**src/rtl/polyphase_pkg.sv**
```systemverilog
// -----------------------------------------------------------------------------
// polyphase_pkg
// Shared definitions for the decimating folded-FIR operand sequencer:
//   state_e      - sequencer FSM states (FILL, ISSUE, WAIT, OUTPUT)
//   folded_taps  - number of folded taps T = (N+1)/2 for an odd filter length N
// -----------------------------------------------------------------------------
package polyphase_pkg;

   typedef enum logic [1:0] {
      ST_FILL   = 2'd0,
      ST_ISSUE  = 2'd1,
      ST_WAIT   = 2'd2,
      ST_OUTPUT = 2'd3
   } state_e;

   // A symmetric odd-length filter folds into (N-1)/2 pairs plus the centre tap.
   function automatic int folded_taps(input int n);
      return (n + 1) / 2;
   endfunction

endpackage

```
**src/rtl/tap_delay_line.sv**
```systemverilog
// -----------------------------------------------------------------------------
// tap_delay_line
// N-entry sample shift register with two independent parallel read ports.
// Entry 0 holds the newest sample, entry N-1 the oldest.
// Ports:
//   clk, reset            - clock, asynchronous active-high reset
//   shift_en              - push din into entry 0 and age every other entry
//   din         [W-1:0]   - sample to push
//   rd_addr_a/b [AW-1:0]  - read indices
//   rd_data_a/b [W-1:0]   - entries at those indices
// -----------------------------------------------------------------------------
module tap_delay_line #(
   parameter int W  = 16,
   parameter int N  = 31,
   localparam int AW = $clog2(N)
) (
   input  logic          clk,
   input  logic          reset,
   input  logic          shift_en,
   input  logic [W-1:0]  din,
   input  logic [AW-1:0] rd_addr_a,
   input  logic [AW-1:0] rd_addr_b,
   output logic [W-1:0]  rd_data_a,
   output logic [W-1:0]  rd_data_b
);

   logic [W-1:0] x_q [N];
   logic [W-1:0] x_d [N];

   // NOTE: every always_comb output gets a default before any condition, so no path can infer a latch.
   always_comb begin
      x_d = x_q;
      if (shift_en) begin
         x_d[0] = din;
         for (int i = 1; i < N; i++) begin
            x_d[i] = x_q[i-1];
         end
      end
   end

   // NOTE: this array is reset on purpose: the first outputs after reset must see a zero sample history, not stale data.
   // NOTE: state registers use non-blocking assignments so every flop samples pre-edge values.
   always_ff @(posedge clk or posedge reset) begin
      if (reset) begin
         for (int i = 0; i < N; i++) begin
            x_q[i] <= '0;
         end
      end else begin
         x_q <= x_d;
      end
   end

   assign rd_data_a = x_q[rd_addr_a];
   assign rd_data_b = x_q[rd_addr_b];

endmodule

```
**src/rtl/mac_operand_sequencer.sv**
```systemverilog
// -----------------------------------------------------------------------------
// mac_operand_sequencer
// Feeds an external multiply-accumulate unit computing (s1+s2)*s3+s4 to realise
// a symmetric (folded) N-tap FIR filter decimating by M.  For every M accepted
// samples it issues T = (N+1)/2 MAC operations, chaining each result into the
// next as the accumulator, and emits the final sum as y_data.
// Ports:
//   clk, reset                    - clock, asynchronous active-high reset
//   sample_in/valid, sample_ready - sample input handshake
//   coef_we/addr/data             - coefficient write port (any state)
//   valid_in, signal_1..4         - operand set to the MAC, held until valid_out
//   valid_out, data_out           - MAC result handshake
//   y_valid, y_data               - one-cycle filtered output strobe
//   error                         - sticky flag: a MAC operation timed out
// -----------------------------------------------------------------------------
module mac_operand_sequencer
   import polyphase_pkg::*;
#(
   parameter int SAMPLE_WIDTH = 16,
   parameter int N            = 31,
   parameter int M            = 2,
   parameter int TIMEOUT      = 64,
   localparam int T           = folded_taps(N),
   localparam int CW          = $clog2(T)
) (
   input  logic                    clk,
   input  logic                    reset,
   input  logic [SAMPLE_WIDTH-1:0] sample_in,
   input  logic                    sample_valid,
   output logic                    sample_ready,
   input  logic                    coef_we,
   input  logic [CW-1:0]           coef_addr,
   input  logic [SAMPLE_WIDTH-1:0] coef_data,
   output logic                    valid_in,
   output logic [SAMPLE_WIDTH-1:0] signal_1,
   output logic [SAMPLE_WIDTH-1:0] signal_2,
   output logic [SAMPLE_WIDTH-1:0] signal_3,
   output logic [SAMPLE_WIDTH-1:0] signal_4,
   input  logic                    valid_out,
   input  logic [SAMPLE_WIDTH-1:0] data_out,
   output logic                    y_valid,
   output logic [SAMPLE_WIDTH-1:0] y_data,
   output logic                    error
);

   localparam int W  = SAMPLE_WIDTH;
   localparam int AW = $clog2(N);
   localparam int PW = (M > 1) ? $clog2(M) : 1;
   localparam int WW = $clog2(TIMEOUT + 1);

   state_e          state_q, state_d;
   logic [PW-1:0]   p_q, p_d;
   logic [CW-1:0]   k_q, k_d;
   logic [W-1:0]    acc_q, acc_d;
   logic [WW-1:0]   wait_q, wait_d;
   logic            valid_in_q, valid_in_d;
   logic [W-1:0]    signal_1_q, signal_1_d;
   logic [W-1:0]    signal_2_q, signal_2_d;
   logic [W-1:0]    signal_3_q, signal_3_d;
   logic [W-1:0]    signal_4_q, signal_4_d;
   logic            y_valid_q, y_valid_d;
   logic [W-1:0]    y_data_q, y_data_d;
   logic            error_q, error_d;
   logic [W-1:0]    coef_q [T];
   logic [W-1:0]    coef_d [T];

   logic            sample_accept;
   logic [W-1:0]    x_near, x_far;

   assign sample_ready  = (state_q == ST_FILL);
   assign sample_accept = sample_valid && sample_ready;

   // Folded pair for tap k is x[k] and its mirror x[N-1-k].
   tap_delay_line #(
      .W (W),
      .N (N)
   ) u_delay (
      .clk       (clk),
      .reset     (reset),
      .shift_en  (sample_accept),
      .din       (sample_in),
      .rd_addr_a (AW'(k_q)),
      .rd_addr_b (AW'(N - 1) - AW'(k_q)),
      .rd_data_a (x_near),
      .rd_data_b (x_far)
   );

   // Coefficient store: writable in any state; ISSUE reads coef_q, so a write
   // landing on the same edge is seen only by later taps.
   always_comb begin
      coef_d = coef_q;
      if (coef_we && ({1'b0, coef_addr} < (CW + 1)'(T))) begin
         coef_d[coef_addr] = coef_data;
      end
   end

   always_comb begin
      state_d    = state_q;
      p_d        = p_q;
      k_d        = k_q;
      acc_d      = acc_q;
      wait_d     = wait_q;
      valid_in_d = valid_in_q;
      signal_1_d = signal_1_q;
      signal_2_d = signal_2_q;
      signal_3_d = signal_3_q;
      signal_4_d = signal_4_q;
      y_valid_d  = 1'b0;
      y_data_d   = y_data_q;
      error_d    = error_q;

      case (state_q)
         ST_FILL: begin
            if (sample_accept) begin
               if (p_q == PW'(M - 1)) begin
                  p_d     = '0;
                  k_d     = '0;
                  acc_d   = '0;
                  state_d = ST_ISSUE;
               end else begin
                  p_d = p_q + PW'(1);
               end
            end
         end

         ST_ISSUE: begin
            signal_1_d = x_near;
            // The centre tap has no mirror partner; zero keeps it counted once.
            signal_2_d = (k_q == CW'(T - 1)) ? '0 : x_far;
            signal_3_d = coef_q[k_q];
            signal_4_d = acc_q;
            valid_in_d = 1'b1;
            wait_d     = '0;
            state_d    = ST_WAIT;
         end

         ST_WAIT: begin
            if (valid_out) begin
               acc_d      = data_out;
               valid_in_d = 1'b0;
               if (k_q == CW'(T - 1)) begin
                  y_valid_d = 1'b1;
                  y_data_d  = data_out;
                  state_d   = ST_OUTPUT;
               end else begin
                  k_d     = k_q + CW'(1);
                  state_d = ST_ISSUE;
               end
            end else if (wait_q == WW'(TIMEOUT - 1)) begin
               // MAC never answered: drop this output and resynchronise phase.
               error_d    = 1'b1;
               valid_in_d = 1'b0;
               p_d        = '0;
               state_d    = ST_FILL;
            end else begin
               wait_d = wait_q + WW'(1);
            end
         end

         ST_OUTPUT: begin
            state_d = ST_FILL;
         end

         default: begin
            state_d = ST_FILL;
         end
      endcase
   end

   always_ff @(posedge clk or posedge reset) begin
      if (reset) begin
         state_q    <= ST_FILL;
         p_q        <= '0;
         k_q        <= '0;
         acc_q      <= '0;
         wait_q     <= '0;
         valid_in_q <= 1'b0;
         signal_1_q <= '0;
         signal_2_q <= '0;
         signal_3_q <= '0;
         signal_4_q <= '0;
         y_valid_q  <= 1'b0;
         y_data_q   <= '0;
         error_q    <= 1'b0;
         for (int i = 0; i < T; i++) begin
            coef_q[i] <= '0;
         end
      end else begin
         state_q    <= state_d;
         p_q        <= p_d;
         k_q        <= k_d;
         acc_q      <= acc_d;
         wait_q     <= wait_d;
         valid_in_q <= valid_in_d;
         signal_1_q <= signal_1_d;
         signal_2_q <= signal_2_d;
         signal_3_q <= signal_3_d;
         signal_4_q <= signal_4_d;
         y_valid_q  <= y_valid_d;
         y_data_q   <= y_data_d;
         error_q    <= error_d;
         coef_q     <= coef_d;
      end
   end

   assign valid_in = valid_in_q;
   assign signal_1 = signal_1_q;
   assign signal_2 = signal_2_q;
   assign signal_3 = signal_3_q;
   assign signal_4 = signal_4_q;
   assign y_valid  = y_valid_q;
   assign y_data   = y_data_q;
   assign error    = error_q;

endmodule

```
**config.mk**
```make
export PLATFORM = sky130hd
export DESIGN_NAME = mac_operand_sequencer
export DESIGN_NICKNAME = d
export VERILOG_FILES = /design/src/rtl/polyphase_pkg.sv /design/src/rtl/tap_delay_line.sv /design/src/rtl/mac_operand_sequencer.sv
export SDC_FILE = /design/constraint.sdc
export NUM_CORES = 2
export LEC_CHECK = 0
export BUFFER_PORTS_ARGS = -buffer_cell sky130_fd_sc_hd__buf_4
export CAP_MARGIN = 20
export CORE_UTILIZATION = 65
export CTS_CLUSTER_DIAMETER = 40
export CTS_CLUSTER_SIZE = 12
export DETAILED_ROUTE_END_ITERATION = 7
export PLACE_DENSITY = 0.83
export REMOVE_ABC_BUFFERS = 1
export SLEW_MARGIN = 20
export SYNTH_ARGS = -nofsm -noshare
export SYNTH_HDL_FRONTEND = slang
export SYNTH_HIERARCHICAL = 1
export SYNTH_SLANG_ARGS = --single-unit
```
**constraint.sdc**
```tcl
create_clock -name clk -period 31.9 [get_ports clk]
set_clock_uncertainty 0.05 [all_clocks]
set_input_delay 6.38 -clock clk [delete_from_list [all_inputs] [get_ports clk]]
set_output_delay 6.38 -clock clk [all_outputs]
set_load 0.02 [all_outputs]
```
# After elaboration in Yosys (flattened, before gate mapping)
# Cells that the tools add are included.
[op_classes]
addsub = 4
shifts = 0
n_div = 0
n_mux = 41
n_mul = 0
eq_ne = 13
magnitude_cmp = 5
bitwise = 5
reduce_logical = 13
[ops]
columns = ["operator", "count"]
rows = [
  ["bitwise mux 256 bit", 1],
  ["two-way mux 16 bit", 11],
  ["binary-select mux 16 bit (select 5 bit)", 2],
  ["binary-select mux 16 bit (select 4 bit)", 1],
  ["demux 16 bit (select 4 bit)", 1],
  ["case mux 16 bit (2 select lines)", 1],
  ["two-way mux 4 bit", 4],
  ["two-way mux 7 bit", 2],
  ["case mux 7 bit (2 select lines)", 1],
  ["greater-or-equal comparator 6 bit, second input constant", 2],
  ["AND reduction 3 bit", 4],
  ["greater-or-equal comparator 5 bit, second input constant", 2],
  ["two-way mux 2 bit", 5],
  ["!= test 2 bit, second input constant", 5],
  ["inverter 4 -> 5 bit", 2],
  ["two-way mux 1 bit", 8],
  ["case mux 2 bit (4 select lines)", 1],
  ["case mux 4 bit (2 select lines)", 1],
  ["AND reduction 4 bit", 2],
  ["adder 7 x 1 -> 7 bit, second input constant", 1],
  ["== test 7 x 6 -> 1 bit, second input constant", 1],
  ["inverter 4 -> 6 bit", 1],
  ["inverter 5 -> 6 bit", 1],
  ["less-than comparator 5 x 1 -> 1 bit, second input constant", 1],
  ["other kinds (15)", 20],
]
[totals]
latch_bits = 0
mem_count = 0
mem_bits_ro = 0
output_inout_bits = 84
elab_cells = 141
regBits = 865
in_bits = 57
ram_bits = 0

# Logic depth before layout (Yosys ltp)
[depth]
word_depth = 6
ltp_mapped = 15
mapped_depth_nobuf = 9

# Hierarchy
# Netlist, hierarchy kept.
[by_module_without_submodules]
columns = ["module", "n_inst", "cells_per_inst", "area_per_inst_um2", "seq_area_each_um2"]
rows = [
  ["tap_delay_line", 1, 1844, 26626.8, 12411.9],
  ["mac_operand_sequencer", 1, 1173, 16111.7, 9233.9],
]

# Worst setup path after synthesis
# Ideal clock, no wire load.
[synth_path]
path_type = "input -> register"
startpoint = "input port sample_valid"
endpoint = "register u_delay/x_q[217] (netlist bit)"
t_arrival_ps = 7697
path_buffers = 3
setup_slack_ps = 24028
required_ps = 31725
stages = 6
setup_ps = 125
cell_sequence = "nand2_1 inv_1 buf_2 clkbuf_1 clkbuf_1 mux2_2"
[synth_between]
elab_chain_len = 1
[synth_lines]
columns = ["element", "line", "rtl"]
rows = [
  ["start, declared", "mac_operand_sequencer.sv:29", "input logic sample_valid,"],
  ["logical AND 1 bit", "mac_operand_sequencer.sv:71", "assign sample_accept = sample_valid && sample_ready;"],
  ["named net sample_accept", "mac_operand_sequencer.sv:67", "logic sample_accept;"],
  ["end signal, assigned by index", "tap_delay_line.sv:46", "x_q[i] <= '0;"],
  ["end signal, assigned", "tap_delay_line.sv:49", "x_q <= x_d;"],
  ["end, declared", "tap_delay_line.sv:27", "logic [W-1:0] x_q [N];"],
]
# The timed path passes the listed nets, and every way through them passes these cells.
# A chain may end at the register's enable or synchronous reset.

# Worst setup path in the final report
[layout_path]
startpoint = "input port sample_valid"
endpoint = "register u_delay/x_q[173] (netlist bit)"
# The elaborated chain is that of the path after synthesis.

==> summary.txt <==
Run status
  – Outcome: complete, but fails checks
  – Failing checks: slew limit

Setup path
  – CP Launch Type: primary input
  – Worst path arrival time: 10.55 ns
  – CP required: 32.41 ns
  – Reg2Reg Launch Point: state_q[0]
  – Beginning of the critical path: sample_valid
  – Crit end category: register
  – Crit Path Category: primary input to register
  – Crit path max fanout: 184

Logic synthesis
  – Cell taking the most area after synthesis: dfrtp_1
  – Synth Warn #: 6
  – Gate Count Post-Synth: 3017
  – Ys flop type: dfrtp_1
  – Number of library cell types mapped by synthesis: 57
  – Area share of the largest cell type after synthesis: 0.506
  – Async SR Flop Fraction: 1.00
  – #FFs+latches synth: 865
  – Post-synth EDFFs: 0
  – Post-synthesis sequential area ratio: 0.506
  – Most common cell in the netlist: dfrtp_1
  – Cell area after synthesis: 42700 µm²
  – Avg Cell Area, Syn: 14.2 µm²
  – Top cells by area, synth: dfrtp_1, mux2_2, mux4_2
  – Top cells by count, synth: dfrtp_1, mux2_2, mux4_2, mux2i_1, clkbuf_1

Finish
  – Final core occ: 0.745
  – Sequential Area: 21700 µm²
  – Synthesis-to-layout area growth: 12.8%
  – Nets: 3129
  – N_diodes: 0
  – Filler Cell Count: 3936
  – Final Instance Area: 48200 µm²
  – Share of cells above drive strength 1: 0.447
  – Area occupied by multi-input gates: 19900 µm²

STA
  – Max Slew Vio Count: 12
  – # setup viols final: 0
  – Fmax: 0.0996 GHz
  – Hold Vio Cnt, Final: 0
  – Min Hold Slack: 0.418 ns
  – Period utilization: 0.315
  – Sum Neg Setup Slack: 0 ns
  – Least-Margin Pin Slew: 1.84 ns
  – Final Critical Period: 10.04 ns
  – Worst rel slew slack: -0.231
  – Unrepaired setup endpoints after global routing: false

Power
  – Static Leak: 21.2 nW
  – Pwr per Cell Area: 94.5 nW/µm²
  – Maximum VDD drop: 0.0000996 V
  – Total power: 4.56 mW

Floorplan
  – Die height: 258 µm
  – I/O pin count: 141
  – Cell Rows: 93
  – Die area: 66800 µm²
  – Starting Density: 0.661
  – Core area: 64700 µm²
  – Die width: 258 µm

Clock network
  – Post-CTS Setup Bufs: 0
  – Clock Tree Buf Depth: 3
  – Post-CTS sizing: 0
  – TritonCTS clock tree: yes
  – Num CTS Buffers: 119
  – Root Buffer: clkbuf_16
  – Skew-Pair Late Insertion Delay: 0.70 ns
  – H-tree depth: 3
  – Worst-path clk slew: 0.05 ns
  – Clock sink total: 865
  – Post-CTS Hold Fix Bufs: 0

Placed design
  – Placer Congestion: 0.815
  – Port bufs: 140
  – Post-DP HPWL: 57.9 mm
  – Area after DPL: 44000 µm²

Route
  – Drt pass-1 iters: 8
  – Drt drc: 0
  – Avg WL per Cell: 25.0 µm
  – First DRT Iteration DRCs: 2309
  – Via count: 26900
  – Routed vias/inst: 6.69
  – DRT Wirelength: 101 mm
  – Post-route ant nets: 0

Global routing
  – Initial antenna violation count: 0
  – Total gr overflow: 0
  – Global-route wire length before repair: 162 mm
  – Largest net degree at the start of global routing: 185
  – GRT Overall Usage: 0.309
  – Vias in the first global route: 29000

Hold path
  – Hold path start: acc_q[14]
  – HP Class: register to register

Job
  – Number of max-cap violations: 0
-- cell usage in the layout (no fill, tap or decap), types with 15 or more instances in the layout --
| cell type | n |
|---|---|
| a21o_1 | 29 |
| inv_6 | 16 |
| a21oi_1 | 47 |
| mux2i_1 | 187 |
| nand2_1 | 113 |
| nand3_1 | 20 |
| o211ai_1 | 15 |
| buf_4 | 171 |
| o31ai_1 | 32 |
| mux2_2 | 794 |
| o21ai_1 | 16 |
| nor3_1 | 16 |
| a221oi_1 | 23 |
| nor2_1 | 45 |
| a211oi_1 | 33 |
| mux4_2 | 192 |
| o22ai_1 | 57 |
| mux2_1 | 54 |
| dfrtp_1 | 862 |
| clkbuf_16 | 121 |
| nor2b_1 | 42 |
| o21ai_0 | 53 |
| clkinv_2 | 23 |
-- stage by stage --
| stage | setup WS, ns | std cells |
|---|---|---|
| after floorplan | 11.62 | 2768 |
| after global placement | 21.30 | 3802 |
| after detailed placement | 21.18 | 3802 |
| after CTS | 21.85 | 4021 |
| after global routing | 21.53 | 4023 |
| final | 21.86 | 4023 |
-- registers in the layout, summed over array words and instances (netlist names) --
signal	count
signal_1	16
coef_q	256
error	1
acc_q	16
p_q	1
signal_3	16
signal_2	16
valid_in	1
y_data	16
state_q	2
signal_4	16
wait_q	7
k_q	4
y_valid	1
u_delay/x_q	496
-- path summary, 6_finish.rpt --
| path | end | depth (start not counted) | slack [ns] |
|---|---|---|---|
| hold reg to reg | acc_q[14] | 2 | 0.42 |
| min in group asynchronous | u_delay/x_q[428] | 2 | 5.79 |
| setup reg to reg | u_delay/x_q[173] | 7 | 26.70 |
| max in group asynchronous | signal_2[0] | 4 | 23.93 |
| hold / removal | acc_q[14] | 2 | 0.42 |
| setup / recovery | u_delay/x_q[173] | 7 | 21.86 |
-- critical path, cell delays in order --
cell and delay (ns):
buf_4 0.09, nand2_1 0.14, inv_8 0.72, buf_12 0.68
buf_4 0.99, buf_4 0.87, mux2_2 0.42
-- cells by family (layout without fill, tap and decap cells) --
family                   count (synthesis)  count (layout)  share of synthesized area
AO/OA/AOI/OAI                          360             360                     0.0579
multiplexers                          1237            1237                      0.372
adder cells (fa/ha/maj)                  2               2                   0.000585
other                                    1               3                  0.0000877
flip-flops                             865             865                      0.506
buffers and inverters                  257             406                     0.0298
XOR/XNOR                                 3               3                   0.000615
AND/OR/NAND/NOR                        292             292                     0.0326
-- area by class of cell --
type	count	area share
well taps	855	0.0222
flip-flops and latches	865	0.449
inverters	6	0.00109
clock inverters	78	0.0181
repair buffers	181	0.0298
multi-input cells	1897	0.412
clock buffers	141	0.0673
-- power breakdown --
group	internal (mW)	leakage (nW)	switching (mW)
sequential	1.42	11.1	0.285
combinational	0.813	8.01	0.694
clock	0.824	2.03	0.518
-- metal layers --
layer | wire, µm | global-route usage
met1 | 40100 | 0.405
met2 | 51000 | 0.515
met3 | 5640 | 0.0494
met4 | 3850 | 0.133
met5 | 0 | 0
(Power assumes the default switching activity.)
